**config.mk**
```make
export PLATFORM = sky130hd
export DESIGN_NAME = mem_arbiter
export DESIGN_NICKNAME = d
export VERILOG_FILES = /design/src/rtl/mem_arbiter_pkg.sv /design/src/rtl/mem_lat_counter.sv /design/src/rtl/mem_arbiter.sv
export SDC_FILE = /design/constraint.sdc
export NUM_CORES = 1
export LEC_CHECK = 0
export ABC_AREA = 1
export CAP_MARGIN = 20
export CORE_MARGIN = 3
export CORE_UTILIZATION = 25
export CTS_CLUSTER_SIZE = 12
export DETAILED_ROUTE_END_ITERATION = 10
export PLACE_DENSITY_LB_ADDON = 0.1
export SYNTH_ARGS = -nofsm -noshare
export SYNTH_HDL_FRONTEND = slang
export SYNTH_SLANG_ARGS = --single-unit
```
**constraint.sdc**
```tcl
create_clock -name clk -period 1.45 [get_ports clk]
set_input_delay 0.29 -clock clk [delete_from_list [all_inputs] [get_ports clk]]
set_output_delay 0.29 -clock clk [all_outputs]
set_load 0.02 [all_outputs]
```
**src/rtl/mem_arbiter_pkg.sv**
```systemverilog
// mem_arbiter_pkg: shared state encoding, grant IDs and sizing helpers for the memory arbiter
package mem_arbiter_pkg;
  typedef enum logic [1:0] {IDLE = 2'b00, I_BUSY = 2'b01, D_BUSY = 2'b10} arb_state_t;
  localparam logic GNT_I = 1'b0;
  localparam logic GNT_D = 1'b1;
  localparam int LATENCY_DEF = 4;
  function automatic int cnt_width(input int lat);
    return lat > 1 ? $clog2(lat) : 1;
  endfunction
endpackage

```
**src/rtl/mem_lat_counter.sv**
```systemverilog
// mem_lat_counter: loadable down-counter timing one memory access, flags zero on the last busy cycle
module mem_lat_counter import mem_arbiter_pkg::*; #(
  parameter int LATENCY = LATENCY_DEF,
  localparam int W = cnt_width(LATENCY)
) (
  input  logic         clk,
  input  logic         rst,
  input  logic         load,
  input  logic [W-1:0] load_val,
  input  logic         dec,
  output logic         zero
);
  logic [W-1:0] cnt;
  always_ff @(posedge clk) begin
    if (rst) cnt <= '0;
    else if (load) cnt <= load_val;
    else if (dec && !zero) cnt <= cnt - W'(1);
  end
  always_comb zero = cnt == '0;
endmodule

```
**src/rtl/mem_arbiter.sv**
```systemverilog
// mem_arbiter: shares one fixed-latency memory port between fetch (I) and memory-stage (D) requesters
module mem_arbiter import mem_arbiter_pkg::*; #(
  parameter int LATENCY = LATENCY_DEF,
  parameter int ADDR_W  = 16,
  parameter int DATA_W  = 16
) (
  input  logic              clk,
  input  logic              rst,
  input  logic              ireq,
  input  logic [ADDR_W-1:0] iaddr,
  output logic              idone,
  output logic [DATA_W-1:0] irdata,
  input  logic              dreq,
  input  logic              dwr,
  input  logic [ADDR_W-1:0] daddr,
  input  logic [DATA_W-1:0] dwdata,
  output logic              ddone,
  output logic [DATA_W-1:0] drdata,
  output logic              stall_if,
  output logic              stall_mem,
  output logic              mem_en,
  output logic              mem_wr,
  output logic [ADDR_W-1:0] mem_addr,
  output logic [DATA_W-1:0] mem_wdata,
  input  logic [DATA_W-1:0] mem_rdata
);
  localparam int CW = cnt_width(LATENCY);
  localparam logic [CW-1:0] LOAD = CW'(LATENCY - 1);
  arb_state_t state;
  logic last_grant, req_i, req_d, gnt_i, gnt_d, grant, busy, zero;
  // a side's request is ignored in its own done cycle since req is still held then
  always_comb begin
    req_i = ireq & ~idone;
    req_d = dreq & ~ddone;
    gnt_d = state == IDLE && req_d && (!req_i || last_grant == GNT_I);
    gnt_i = state == IDLE && req_i && !gnt_d;
    grant = gnt_i | gnt_d;
    busy = state != IDLE;
    stall_if = ireq & ~idone;
    stall_mem = dreq & ~ddone;
  end
  mem_lat_counter #(.LATENCY(LATENCY)) u_cnt (
    .clk(clk),
    .rst(rst),
    .load(grant),
    .load_val(LOAD),
    .dec(busy),
    .zero(zero)
  );
  always_ff @(posedge clk) begin
    if (rst) begin
      state <= IDLE;
      last_grant <= GNT_I;
      mem_en <= 1'b0;
      mem_wr <= 1'b0;
      idone <= 1'b0;
      ddone <= 1'b0;
      mem_addr <= '0;
      mem_wdata <= '0;
      irdata <= '0;
      drdata <= '0;
    end else begin
      mem_en <= grant;
      idone <= state == I_BUSY && zero;
      ddone <= state == D_BUSY && zero;
      if (grant) begin
        state <= gnt_d ? D_BUSY : I_BUSY;
        last_grant <= gnt_d;
        mem_wr <= gnt_d & dwr;
        mem_addr <= gnt_d ? daddr : iaddr;
        mem_wdata <= gnt_d ? dwdata : '0;
      end else if (busy && zero) state <= IDLE;
      if (state == I_BUSY && zero) irdata <= mem_rdata;
      if (state == D_BUSY && zero && !mem_wr) drdata <= mem_rdata;
    end
  end
endmodule
```
== Word-level counts from Yosys, hierarchy flattened ==
Cells that the tools add are included.

* Memories kept: 0
* Memory bits (read-only): 0
* RAM bits: 0
* Register bits: 73
* Input port bits: 69
* Output and inout bits: 70
* Latch bits: 0

* Shift-type cells: 0
* Equal/unequal tests: 2
* Reduce and logical (&&, ||, !) cells: 19
* $lt $le $gt $ge: 0
* Bitwise logic cells: 7
* Divide/modulo/power cells: 0
* $mul: 0
* Add/subtract/negate cells: 1
* Muxes and demuxes: 7

{| class="wikitable"
|+ Operator list
! kind !! count
|-
| 16-bit 2-to-1 mux || 2
|-
| 2-bit 2-to-1 mux || 5
|-
| 1-bit logical AND || 9
|-
| 2-bit nonzero test || 3
|-
| 1-bit zero test || 4
|-
| 2-bit zero test || 2
|-
| 1-bit bitwise AND || 3
|-
| 1-bit NOT || 3
|-
| 2-bit by 1-bit == test with 1-bit output, second input constant || 1
|-
| 2-bit == test, second input constant || 1
|-
| 2-bit by 1-bit subtractor with 2-bit output, second input constant || 1
|-
| 1-bit logical OR || 1
|-
| 1-bit bitwise OR || 1
|}

== Longest topological paths before layout ==
* Depth in word-level cells: 9
* Mapped depth: 10
* Depth with buffers taken out: 8

== Modules after synthesis ==
A second synthesis with hierarchy kept.

* Cell total of the unflattened synthesis: 396
* Area total of the unflattened synthesis: 2951.6 µm²

{| class="wikitable"
|+ Modules (own cells, without submodules)
! module !! sequential area each (µm²) !! cells an instance !! instances !! area an instance (µm²)
|-
| mem_arbiter || 1421.4 || 371 || 1 || 2811.4
|-
| mem_lat_counter || 40.0 || 25 || 1 || 140.1
|}

== Least setup slack after synthesis ==
No wires, ideal clock.

* Path kind: flip-flop to flip-flop
* Start point: register idone
* End point: register mem_addr[0]
* Path slack: -64 ps
* Period minus slack after synthesis: 1514 ps
* Cell stages (with the launch flop): 10
* Data arrival time: 1454 ps
* Path buffers: 2
* Cells stage by stage: dfxtp_1 nor2_2 nand2_1 nand2_4 buf_6 buf_8 nand2_1 nand2_1 nand2_1 nand2_1

* Cells in the longest elaborated chain, start to end: 8

{| class="wikitable"
|+ Ends and longest elaborated chain
! element !! line !! text
|-
| start: declaration || mem_arbiter.sv:11 || <nowiki>output logic idone,</nowiki>
|-
| start signal: assignment || mem_arbiter.sv:64 || <nowiki>idone <= state == I_BUSY && zero;</nowiki>
|-
| 1-bit NOT * || n/a ||
|-
| 1-bit bitwise AND * || n/a ||
|-
| net stall_if || mem_arbiter.sv:19 || <nowiki>output logic stall_if,</nowiki>
|-
| 1-bit zero test || mem_arbiter.sv:35 || <nowiki>gnt_d = state == IDLE && req_d && (!req_i || last_grant == GNT_I);</nowiki>
|-
| 1-bit logical OR || mem_arbiter.sv:35 ||
|-
| 1-bit logical AND || mem_arbiter.sv:35 ||
|-
| 1-bit zero test || mem_arbiter.sv:36 || <nowiki>gnt_i = state == IDLE && req_i && !gnt_d;</nowiki>
|-
| 1-bit logical AND || mem_arbiter.sv:36 ||
|-
| 1-bit bitwise OR || mem_arbiter.sv:37 || <nowiki>grant = gnt_i | gnt_d;</nowiki>
|-
| end signal: assignment || mem_arbiter.sv:70 || <nowiki>mem_addr <= gnt_d ? daddr : iaddr;</nowiki>
|-
| end: declaration || mem_arbiter.sv:23 || <nowiki>output logic [ADDR_W-1:0] mem_addr,</nowiki>
|}

Mark *: on every way through the listed nets, which the timed path passes. The rest lies on a longest branch.
A chain may end at the register's enable or synchronous reset.

== Worst setup path after layout ==
* Start point: input dreq
* End point: output stall_mem

* Cells in the longest elaborated chain, start to end: 1

{| class="wikitable"
|+ Ends and longest elaborated chain
! element !! line !! text
|-
| start: declaration || mem_arbiter.sv:13 || <nowiki>input logic dreq,</nowiki>
|-
| 1-bit bitwise AND || mem_arbiter.sv:40 || <nowiki>stall_mem = dreq & ~ddone;</nowiki>
|-
| end: declaration || mem_arbiter.sv:20 || <nowiki>output logic stall_mem,</nowiki>
|}

Every way passes these cells.

==> results.txt <==
----------------------------------------------------
[STA]
  Fin. max-slew vios ... 0
  Transition time at the pin with the least slew margin ... 0.2812 ns
  Final worst path period share ... 0.9590
  Max_slew headroom ... 0.8132
  Worst Skew ... 0.006454 ns
  Post-layout min period ... 1.391 ns
  Maximum clock rate ... 719.1 MHz
  RSZ-0062 raised after global routing ... false
  Number of failing hold endpoints at the final stage ... 0
  Final count of negative-setup-slack endpoints ... 0

[Yosys]
  Predominant post-synthesis flop cell ... dfxtp_1
  Post-synthesis share of cell area spent on xor and xnor gates ... 0
  Sequential cell area fraction in the yosys report ... 0.4816
  Portion of netlist area occupied by mux cells ... 0
  Yosys warnings ... 0
  Simple-gate share of the synthesized area ... 0.2870
  Share of the synthesized area in compound gates (AO/OA/AOI/OAI) ... 0.1233
  Synth Area per Inst ... 7.510 sq um
  Largest family of logic cells by synthesized area ... simple AND/OR/NAND/NOR gates
  Top cells by area, synth ... dfxtp_1 (48%), nand2_1 (13%), a21oi_1 (5.8%)
  Number of nets in the synthesized netlist ... 474
  Post-synthesis adder-cell area fraction ... 0.004124
  Yosys cell types ... 26
  Post-synth EDFFs ... 0
  Leading area contributor after synthesis ... dfxtp_1
  Post-synth design cell area ... 3034 sq um
  Syn Inst Count ... 404
  Synthesis-stage register bit count ... 73
  Share of async-settable or async-resettable flops after synthesis ... 0
  Fraction of synthesized cell area taken by the top area cell type ... 0.4816

[Cells and area]
  Total number of nets in the final design ... 617
  Post-layout utilization of the core ... 0.4223
  Commonest non-fill, non-tap cells in the layout ... nand2_1 (104), dfxtp_1 (73), clkdlybuf4s50_1 (68), dlygate4sd2_1 (68), inv_1 (42)
  Inserted Diodes ... 0
  Final non-filler cell area ... 4925 sq um
  Share of final-layout standard cells stronger than drive strength 1 ... 0.09420
  Most frequent standard cell in the layout excluding fill and tap cells ... nand2_1
  Area growth syn-to-layout ... 62.31%

[Routing]
  Average detailed-routed wire length per instance ... 12.96 microns
  Detailed-route DRC error count ... 0
  Per-cell via count in the routed design ... 4.351
  Post-detailed-routing wire length ... 9008 microns
  Count of nets left with antenna violations after detail routing ... 0
  Count of vias placed by the detailed router ... 3024
  Drt first-iter violations ... 121
  Pre-antenna DRT Iters ... 4

[Placement]
  Number of buffer cells added on primary ports ... 138
  Post-DP HPWL ... 6506 microns
  Standard cell area after detailed placement ... 4706 sq um
  RD Place Congestion ... 0.7416

[Clock tree]
  Maximum clock path buffer count ... 2
  Hold buffers post-CTS ... 0
  Buffer cell driving the clock tree root ... clkbuf_16
  Level count of the clock H-tree ... 3
  Clock transition at the registers of the reported paths ... 0.06 ns
  Clock tree from TritonCTS ... built
  Number of buffers inserted by post-CTS setup repair ... 0
  Clock latency at the later pin of the worst-skew pair ... 0.33 ns
  Clock sink total ... 73
  Total CTS buffers ... 9

[Floorplan]
  Horizontal extent of the die ... 116.2 microns
  # rows ... 39
  # IOs ... 139
  Core area ... 11660 sq um
  Die outline area ... 13490 sq um
  Vertical die dimension ... 116.2 microns
  Starting density of the core ... 0.2602

[Hold path]
  Hold WC Path Type ... flip-flop to flip-flop

[Status]
  Outcome ... completed

[Critical path]
  Largest fanout of any net on the critical path ... 2
  Req. time, crit path ... 1.16 ns
  Critical path arrival ... 1.10 ns
  Worst Setup Start Kind ... primary input
  Kind of end point of the critical path ... output pin
  Kind of critical path ... primary input to output pin

[GRT]
  Remaining global-route overflow ... 0
  Maximum number of pins on one net before global-route repair ... 35
  Global router's overall resource usage ... 0.1348
  Wire length of the first global-routing pass ... 14360 microns
  Number of global-route vias before repair ... 2936
  Antenna violations before repair ... 0

[Pwr]
  Static leakage ... 0.002398 uW
  Power per cell area ... 1249 nW/um^2
  Maximum vdd drop ... 0.6641 mV

[Run]
  Max Cap Viol ... 0

----------------------------------------------------
sequential cells by signal, indices dropped and copies added (netlist names):
signal	cells
mem_en	1
u_cnt.cnt	2
state	2
irdata	16
mem_wdata	16
idone	1
mem_wr	1
ddone	1
drdata	16
mem_addr	16
last_grant	1
synthesized netlist by cell type (3+ instances only):
| cell type | number |
|---|---|
| o21ai_0 | 35 |
| a21oi_1 | 35 |
| inv_1 | 43 |
| clkbuf_1 | 8 |
| buf_4 | 3 |
| nand3_1 | 33 |
| nor2_1 | 20 |
| nand2_1 | 104 |
| buf_2 | 9 |
| buf_1 | 3 |
| dfxtp_1 | 73 |
| nand4_1 | 18 |
worst max-delay path, cell delays in order:
cell,delay [ns]
clkdlybuf4s50_1,0.48
inv_1,0.05
nor2_2,0.12
buf_4,0.16
area by class of cell:
type	instances	area, sq um
clock inverter	6	82.58
timing repair buffer	158	1539
clock buffer	10	229.0
fill	1201	6738
sequential	73	1461
inverter	45	168.9
multi-input combinational	260	1265
tap	143	178.9
report_power, final:
group          total, uW  switching, uW  leakage [uW]  internal [uW]
registers           2310            100      0.000596           2210
logic               1490            847       0.00165            646
clock network       2350            850      0.000152           1500
total               6150           1800       0.00240           4350
layer usage:
metal	track usage	up-vias	routed length, microns	part of all wire
met5	0	-	0	0
met4	0.04718	0	146	0.016
met3	0.05337	10	653	0.072
met2	0.2148	74	4274	0.47
met1	0.1661	1353	3934	0.44
li1	-	1587	-	-
stage by stage:
stage                     setup TNS [ns]  hold slack (ns)  setup slack [ns]  total power, uW  cells
after floorplan                        0           0.4027           0.03809             3195    404
after global placement            -7.756           0.4493           -0.3948             3978    679
after detailed placement          -8.724           0.4548           -0.4005             3992    679
after CTS                              0           0.4663          0.003633             6255    695
after global routing                   0           0.4842           0.01511             6503    695
final                                  0           0.4617           0.05943             6150    695
cell families after synthesis:
| kind of cell | Yosys count |
|---|---|
| flops | 73 |
| simple gates | 187 |
| buf+inv | 71 |
| fa+ha+maj | 1 |
| compound gates | 72 |
repair_timing:
item,CTS,global route
setup endpoints to repair,70,5
resized for setup,75,3
gates cloned,0,0
worst paths after layout:
kind	startpoint	endpoint	slack (ns)	cells after the start
setup / recovery	dreq	stall_mem	0.06	4
hold / removal	mem_wdata[0]	mem_wdata[0]	0.46	2
setup reg to reg	u_cnt.cnt[0]	drdata[6]	0.15	8
hold reg to reg	mem_wdata[0]	mem_wdata[0]	0.46	2
Power figures use the tool's default switching activity.
